## src/rtl/branch_resolver_pkg.sv

```systemverilog
// Shared compare-op encodings, RV32I branch funct3 constants and the S1 pipeline record.
// Included by the comparator and by the branch resolver pipeline.
package branch_resolver_pkg;

  localparam int CMP_OP_W = 3;

  typedef enum logic [CMP_OP_W-1:0] {
    CMP_EQ  = 3'd0,
    CMP_NE  = 3'd1,
    CMP_LT  = 3'd2,
    CMP_GE  = 3'd3,
    CMP_LTU = 3'd4,
    CMP_GEU = 3'd5
  } cmp_op_e;

  localparam logic [2:0] F3_BEQ  = 3'b000;
  localparam logic [2:0] F3_BNE  = 3'b001;
  localparam logic [2:0] F3_BLT  = 3'b100;
  localparam logic [2:0] F3_BGE  = 3'b101;
  localparam logic [2:0] F3_BLTU = 3'b110;
  localparam logic [2:0] F3_BGEU = 3'b111;

  typedef struct packed {
    cmp_op_e op;
    logic    illegal;
  } dec_t;

  typedef struct packed {
    logic        result;
    logic        illegal;
    logic        pred_taken;
    logic [31:0] target;
    logic [31:0] seq_pc;
  } s1_t;

  // 010 and 011 have no branch meaning; they decode to EQ and are masked by the illegal flag.
  function automatic dec_t decode_funct3(input logic [2:0] f3);
    dec_t d;
    d.op      = CMP_EQ;
    d.illegal = 1'b0;
    case (f3)
      F3_BEQ:  d.op = CMP_EQ;
      F3_BNE:  d.op = CMP_NE;
      F3_BLT:  d.op = CMP_LT;
      F3_BGE:  d.op = CMP_GE;
      F3_BLTU: d.op = CMP_LTU;
      F3_BGEU: d.op = CMP_GEU;
      default: d.illegal = 1'b1;
    endcase
    return d;
  endfunction

endpackage

```

## src/rtl/branch_resolver_cmp_unit.sv

```systemverilog
// Combinational 32-bit comparator for the shared compare-op encoding.
// Zero latency, no flow control.
module cmp_unit
  import branch_resolver_pkg::*;
(
  input  cmp_op_e     op,
  input  logic [31:0] a,
  input  logic [31:0] b,
  output logic        result
);

  always_comb begin
    result = 1'b0;
    case (op)
      CMP_EQ:  result = (a == b);
      CMP_NE:  result = (a != b);
      CMP_LT:  result = ($signed(a) < $signed(b));
      CMP_GE:  result = ($signed(a) >= $signed(b));
      CMP_LTU: result = (a < b);
      CMP_GEU: result = (a >= b);
      default: result = 1'b0;
    endcase
  end

endmodule

```

## src/rtl/branch_resolver.sv

```systemverilog
// Two-stage branch resolver (S1 compare, S2 resolve): 2-cycle latency, one branch per cycle.
// Valid/ready backpressure ripples combinationally from out_ready to in_ready; flush empties both stages.
module branch_resolver
  import branch_resolver_pkg::*;
#(
  parameter int RVC   = 0,
  parameter int CNT_W = 16
) (
  input  logic             clk,
  input  logic             rst_n,
  input  logic             in_valid,
  output logic             in_ready,
  input  logic [31:0]      in_pc,
  input  logic [31:0]      in_imm,
  input  logic [2:0]       in_funct3,
  input  logic [31:0]      in_rs1,
  input  logic [31:0]      in_rs2,
  input  logic             in_pred_taken,
  input  logic             flush,
  output logic             out_valid,
  input  logic             out_ready,
  output logic             out_taken,
  output logic             out_redirect,
  output logic             out_illegal,
  output logic             out_misaligned,
  output logic [31:0]      out_next_pc,
  output logic [CNT_W-1:0] out_mispred_cnt
);

  logic             s1_vld_q, s1_vld_d;
  s1_t              s1_q, s1_d;
  logic             out_valid_q, out_valid_d;
  logic             out_taken_q, out_taken_d;
  logic             out_redirect_q, out_redirect_d;
  logic             out_illegal_q, out_illegal_d;
  logic             out_misaligned_q, out_misaligned_d;
  logic [31:0]      out_next_pc_q, out_next_pc_d;
  logic [CNT_W-1:0] cnt_q, cnt_d;

  dec_t dec;
  logic cmp_res;
  logic s2_adv, s1_adv, in_fire;
  logic taken_s1, mis_s1;

  assign dec = decode_funct3(in_funct3);

  cmp_unit u_cmp (
    .op     (dec.op),
    .a      (in_rs1),
    .b      (in_rs2),
    .result (cmp_res)
  );

  assign s2_adv   = ~out_valid_q | out_ready;
  assign s1_adv   = ~s1_vld_q | s2_adv;
  assign in_ready = ~flush & s1_adv;
  assign in_fire  = in_valid & in_ready;

  always_comb begin
    s1_vld_d = s1_vld_q;
    s1_d     = s1_q;
    if (s1_adv) s1_vld_d = in_fire;
    if (in_fire) begin
      s1_d.result     = cmp_res;
      s1_d.illegal    = dec.illegal;
      s1_d.pred_taken = in_pred_taken;
      s1_d.target     = in_pc + in_imm;
      s1_d.seq_pc     = in_pc + 32'd4;
    end
    if (flush) s1_vld_d = 1'b0;
  end

  assign taken_s1 = s1_q.result & ~s1_q.illegal;
  assign mis_s1   = taken_s1 & ((RVC != 0) ? s1_q.target[0] : |s1_q.target[1:0]);

  always_comb begin
    out_valid_d      = out_valid_q;
    out_taken_d      = out_taken_q;
    out_redirect_d   = out_redirect_q;
    out_illegal_d    = out_illegal_q;
    out_misaligned_d = out_misaligned_q;
    out_next_pc_d    = out_next_pc_q;
    cnt_d            = cnt_q;
    if (s2_adv) begin
      out_valid_d = s1_vld_q;
      if (s1_vld_q) begin
        out_taken_d      = taken_s1;
        out_redirect_d   = taken_s1 ^ s1_q.pred_taken;
        out_illegal_d    = s1_q.illegal;
        out_misaligned_d = mis_s1;
        out_next_pc_d    = taken_s1 ? s1_q.target : s1_q.seq_pc;
      end
    end
    if (flush) out_valid_d = 1'b0;
    // A delivery in the flush cycle still counts: the consumer has already taken it.
    if (out_valid_q && out_ready && out_redirect_q && (cnt_q != {CNT_W{1'b1}}))
      cnt_d = cnt_q + CNT_W'(1);
  end

  always_ff @(posedge clk or negedge rst_n) begin
    if (!rst_n) begin
      s1_vld_q         <= 1'b0;
      s1_q             <= '0;
      out_valid_q      <= 1'b0;
      out_taken_q      <= 1'b0;
      out_redirect_q   <= 1'b0;
      out_illegal_q    <= 1'b0;
      out_misaligned_q <= 1'b0;
      out_next_pc_q    <= '0;
      cnt_q            <= '0;
    end else begin
      s1_vld_q         <= s1_vld_d;
      s1_q             <= s1_d;
      out_valid_q      <= out_valid_d;
      out_taken_q      <= out_taken_d;
      out_redirect_q   <= out_redirect_d;
      out_illegal_q    <= out_illegal_d;
      out_misaligned_q <= out_misaligned_d;
      out_next_pc_q    <= out_next_pc_d;
      cnt_q            <= cnt_d;
    end
  end

  assign out_valid       = out_valid_q;
  assign out_taken       = out_taken_q;
  assign out_redirect    = out_redirect_q;
  assign out_illegal     = out_illegal_q;
  assign out_misaligned  = out_misaligned_q;
  assign out_next_pc     = out_next_pc_q;
  assign out_mispred_cnt = cnt_q;

endmodule
```

## config.mk

```make
export PLATFORM = sky130hd
export DESIGN_NAME = branch_resolver
export DESIGN_NICKNAME = d
export VERILOG_FILES = /design/src/rtl/branch_resolver_pkg.sv /design/src/rtl/branch_resolver_cmp_unit.sv /design/src/rtl/branch_resolver.sv
export SDC_FILE = /design/constraint.sdc
export NUM_CORES = 1
export LEC_CHECK = 0
export BUFFER_PORTS_ARGS = -buffer_cell sky130_fd_sc_hd__buf_2
export CORE_MARGIN = 4
export CORE_UTILIZATION = 35
export CTS_CLUSTER_DIAMETER = 50
export DETAILED_ROUTE_END_ITERATION = 8
export SETUP_SLACK_MARGIN = 0.2
export SLEW_MARGIN = 10
export SYNTH_ARGS = -nofsm -noshare
export SYNTH_HDL_FRONTEND = slang
export SYNTH_SLANG_ARGS = --single-unit
```

## constraint.sdc

```tcl
create_clock -name clk -period 2.7 [get_ports clk]
set_clock_uncertainty 0.1 [all_clocks]
set_input_delay 0.135 -clock clk [delete_from_list [all_inputs] [get_ports clk]]
set_output_delay 0.135 -clock clk [all_outputs]
set_load 0.01 [all_outputs]
```

== After elaboration in Yosys (flattened, before gate mapping) ==
Index checks and enable logic that the tools add are counted.
Cells by class
  $add $sub $neg: 3
  magnitude comparators: 4
  eq/ne operators: 13
  multiplexer cells: 8
  bitwise operators: 11
  reductions and logical operators: 10
Operators by type and width (number)
  >= comparator 32 bit: 2
  less-than comparator 32 bit: 2
  adder 32 x 3 -> 32 bit, second input constant: 1
  adder 32 bit: 1
  == test 32 bit: 1
  two-way mux 32 bit: 1
  != test 32 bit: 1
  == test 3 bit, second input constant: 6
  adder 16 x 1 -> 16 bit, second input constant: 1
  != test 16 bit, second input constant: 1
  one-hot mux 3 bit (5 select lines): 1
  == test 3 x 1 -> 1 bit, second input constant: 2
  == test 3 x 2 -> 1 bit, second input constant: 2
  zero test 3 bit: 2
  one-hot mux 1 bit (6 select lines): 1
  OR reduction 6 bit: 1
  two-way mux 1 bit: 5
  bitwise AND 1 bit: 4
  inverter 1 bit: 4
  nonzero test 2 bit: 2
  logical AND 1 bit: 3
  OR 1 bit: 2
  AND reduction 2 bit: 1
  OR reduction 2 bit: 1
  XOR 1 bit: 1
Word-level totals
  bits in registers: 121
  input bits: 137
  output and inout port bits: 54
  word-level logic and storage cells: 62

== Logic depth before layout (Yosys ltp) ==
  word-level depth: 7
  gate-level depth with buffers: 12
  depth with buffers taken out: 12

== Modules after synthesis ==
From an unflattened synthesis, not the netlist that was laid out.
Second synthesis, totals
  cell total of the unflattened synthesis: 911
  area, all modules: 7968.9 µm²
By module, submodules not included
  branch_resolver: instances 1, cells each 788, area an instance 7058.0 µm², seq. area each 3027.9 µm²
  cmp_unit: instances 1, cells each 123, area an instance 910.9 µm², seq. area each 0.0 µm²

== Worst setup path after synthesis ==
OpenSTA, ideal clock, no wires.
  kind: input-to-reg
  start point: input port in_pc[14]
  end point: register s1_q[63] (netlist name)
  setup time: 126 ps
  arrival time: 2152 ps
  required time: 2474 ps
  setup slack: 323 ps
  cell stages on the path: 11
  buffers on the path: 1
  cells stage by stage: ha_1 buf_6 a211oi_2 o21bai_1 a211oi_2 o31ai_1 a31o_4 a31oi_4 o31ai_4 a21bo_1 a221o_1
On the way
  cells in the longest elaborated chain, start to end: 1
RTL lines
  start: declaration: line branch_resolver.sv:13  | input logic [31:0] in_pc,
  adder 32 bit: line branch_resolver.sv:67  | s1_d.target = in_pc + in_imm;
  end signal: assignment: line branch_resolver.sv:103  | s1_q <= '0;
  end signal: assignment: line branch_resolver.sv:113  | s1_q <= s1_d;
  end: declaration: line branch_resolver.sv:31  | s1_t s1_q, s1_d;
No other way between the ends.
A chain may end at the register's enable or synchronous reset.

== Worst setup path after layout ==
  start point: input port in_pc[12]
  end point: register s1_q[63] (netlist name)
The elaborated chain is that of the path after synthesis.

==> results_dict.tcl <==
set metrics [dict create \
    p_leak_nw 5.180 \
    worstPathMaxFanout 5 \
    hold_end "s1_q[9]" \
    io_pins 191 \
    ys_seq_area_frac 0.3915 \
    hold_viol 0 \
    cts_sinks 121 \
    io_buffers 190 \
    ir_drop_uv 365.3 \
    start_kind "input pin" \
    firstDrtPassIters 6 \
    first_global_vias 6914 \
    fin_crit_ns 2.405 \
    holdPathStages 4 \
    antenna_found_initial 0 \
    setup_tns_ns 0 \
    fin_nets 1320 \
    hold_start "in_pc[9]" \
    finalCritPeriodShare 0.8909 \
    dp.cells 1339 \
    pre_cts_ws_ns -0.1216 \
    cts_tree "built" \
    reg2reg_from "out_mispred_cnt[7]" \
    grt_pass1_wl_mm 33.91 \
    dieWidth_um 156.6 \
    mostFrequentLayoutCell "buf_2" \
    r2r_slack_ns 0.47 \
    critPathKind "input pin to flip-flop" \
    synth_warnings 0 \
    cp_slowest_stage_delay_ns 0.53 \
    core_um2 21760 \
    async_reset_ff_frac 1.000 \
    wl_mm 20.88 \
    setup_ws_ns 0.2946 \
    fmax_ghz 0.4157 \
    antenna_left 0 \
    power_density_nw_per_um2 619.8 \
    path_clk_slew_ns 0.06 \
    maxCapViolations 0 \
    insertedDiodeCount 0 \
    r2r-end "out_mispred_cnt[15]" \
    rows 54 \
    grt_max_degree 54 \
    synth_fp_nets 1062 \
    synth-seq-cells 121 \
    clockRootBuffer "clkbuf_16" \
    die_area_um2 24540 \
    critPathLaunch "in_pc[12]" \
    worstPathCellList "dlygate4sd3_1 > buf_2 > ha_1 > a21oi_2 > nand3_1 > a31o_4 > a31oi_4 > o31ai_4 > a21bo_1 > a221o_1" \
    drtIter0Drc 300 \
    p_total_mw 6.435 \
    status "finished, final reports clean" \
    fin_util 0.4772 \
    required_ns 2.91 \
    synth_edf_count 0 \
    slew_headroom 0.6406 \
    drc 0 \
    fillers 2155 \
    avgSynthCellArea_um2 9.003 \
    cts_buffer_depth 2 \
    initial_core_util 0.3555 \
    crit_slowest_cell "dlygate4sd3_1" \
    crit_family "compound AO/OA/AOI/OAI gates" \
    whs_ns 0.04105 \
    htreeDepth 4 \
    place.gp.congestion 0.8313 \
    grt-ovfl-total 0 \
    place_hpwl_mm 16.19 \
    synth_flop_cell "dfrtp_1" \
    crit_arrival_ns 2.61 \
    maxSlewViolCount 0 \
    worst_pin_slew_ns 0.5335 \
    fin_area_um2 10380 \
    die_height_um 156.6 \
    postPlaceCellArea_um2 9293 \
    critPathBufInv 2 \
    cts_buffers 17 \
    setup_violations 0 \
    grt_usage 0.1722 \
    drive_above_1_share 0.2595 \
    syn_to_final_growth_pct 34.25 \
    finalNonFillerCells 1409 \
    min_path_type "input pin to flip-flop" \
    worstSetupEndpointType "flip-flop" \
    rsz0062_at_grt "true" \
    via_per_inst 4.932 \
    layout_common_cells "buf_2 (189), nand2_1 (144), dfrtp_1 (121)" \
    ys_types 57 \
    netlist_instances 859 \
    rr_worst_depth 9 \
    clk_latency_ns 0.42 \
    vias 6949 \
    post_drt_wl_per_cell_um 14.82 \
    syn_area_um2 7734 \
]
-- synthesized netlist by cell type, types with 3 or more instances --
cell | number | area share
nand2_1 | 145 | 0.070
dfrtp_1 | 121 | 0.39
o21ai_0 | 107 | 0.069
ha_1 | 65 | 0.11
inv_1 | 42 | 0.020
a21oi_1 | 38 | 0.025
xor2_1 | 35 | 0.040
xnor2_1 | 34 | 0.039
mux2i_1 | 33 | 0.043
nor2_1 | 33 | 0.016
a21o_1 | 27 | 0.026
clkbuf_1 | 24 | 0.012
nand3_1 | 23 | 0.015
nand4_1 | 21 | 0.017
and3_1 | 11 | 0.0089
o21a_1 | 7 | 0.0068
nor2b_1 | 6 | 0.0049
nor3_1 | 6 | 0.0039
a211oi_1 | 5 | 0.0049
and4_1 | 5 | 0.0057
buf_1 | 5 | 0.0024
nand2b_1 | 5 | 0.0040
nand3b_1 | 4 | 0.0039
o211ai_1 | 4 | 0.0039
o21ai_1 | 4 | 0.0026
a211oi_2 | 3 | 0.0049
and2_1 | 3 | 0.0024
buf_2 | 3 | 0.0019
mux2_2 | 3 | 0.0044
o21bai_1 | 3 | 0.0029
-- final cells by class --
| cell class | count | area, um2 | share of cell area |
|---|---|---|---|
| Multi-Input combinational cell | 663 | 4486 | 0.4320 |
| Sequential cell | 121 | 3028 | 0.2916 |
| Timing Repair Buffer | 272 | 1712 | 0.1649 |
| Clock buffer | 17 | 425.4 | 0.04097 |
| Tap cell | 280 | 350.3 | 0.03374 |
| Clock inverter | 14 | 224.0 | 0.02157 |
| Inverter | 42 | 157.7 | 0.01518 |
-- worst register-to-register path: stages, from the launching register on --
cell,delay [ns]
dfrtp_1,0.42
and3_1,0.21
and3_1,0.21
nand2_1,0.11
o21a_1,0.16
nand4_1,0.14
nor2_1,0.19
nand3_1,0.21
nor3_1,0.24
xor2_1,0.16
-- repair_timing --
action,4_1_cts,5_1_grt
resized for setup,0,12
setup buffers,0,2
setup endpoints to repair,0,9
hold buffers,37,0
hold endpoints to repair,85,0
-- logic make-up after synthesis --
group,Yosys count,share of synthesized area
compound gates,225,0.1815
xor+xnor,69,0.07814
fa+ha+maj,66,0.1077
buf+inv,75,0.03786
flops,121,0.3915
mux,36,0.04708
simple gates,267,0.1561
-- registers in the layout (all words and copies together), names as in the netlist --
register	flops
s1_q	67
out_next_pc	32
out_mispred_cnt	16
out_illegal	1
out_misaligned	1
out_redirect	1
out_taken	1
out_valid	1
s1_vld_q	1
-- how the worst max path moves through the flow --
stage                    end  depth (start not counted)  slack [ns]
finish              s1_q[63]                         10        0.29
global route        s1_q[62]                         11        0.17
CTS                 s1_q[63]                         10        0.24
detailed placement  s1_q[52]                         13       -0.12
global placement    s1_q[62]                         13       -0.10
floorplan           s1_q[63]                         11        0.32
-- where the power goes --
part	switching, mW	total (mW)	leakage [nW]	internal [mW]
logic	0.846	1.58	3.34	0.736
registers	0.190	2.33	1.54	2.14
clock network	0.886	2.52	0.302	1.64
-- per-layer routing --
layer / GRT usage / vias up / share of wire
li1: - / 3546 / -
met1: 0.2329 / 3252 / 0.47
met2: 0.2829 / 128 / 0.48
met3: 0.02904 / 23 / 0.035
met4: 0.05248 / 0 / 0.016
met5: 0 / - / 0
(Power assumes the default switching activity.)
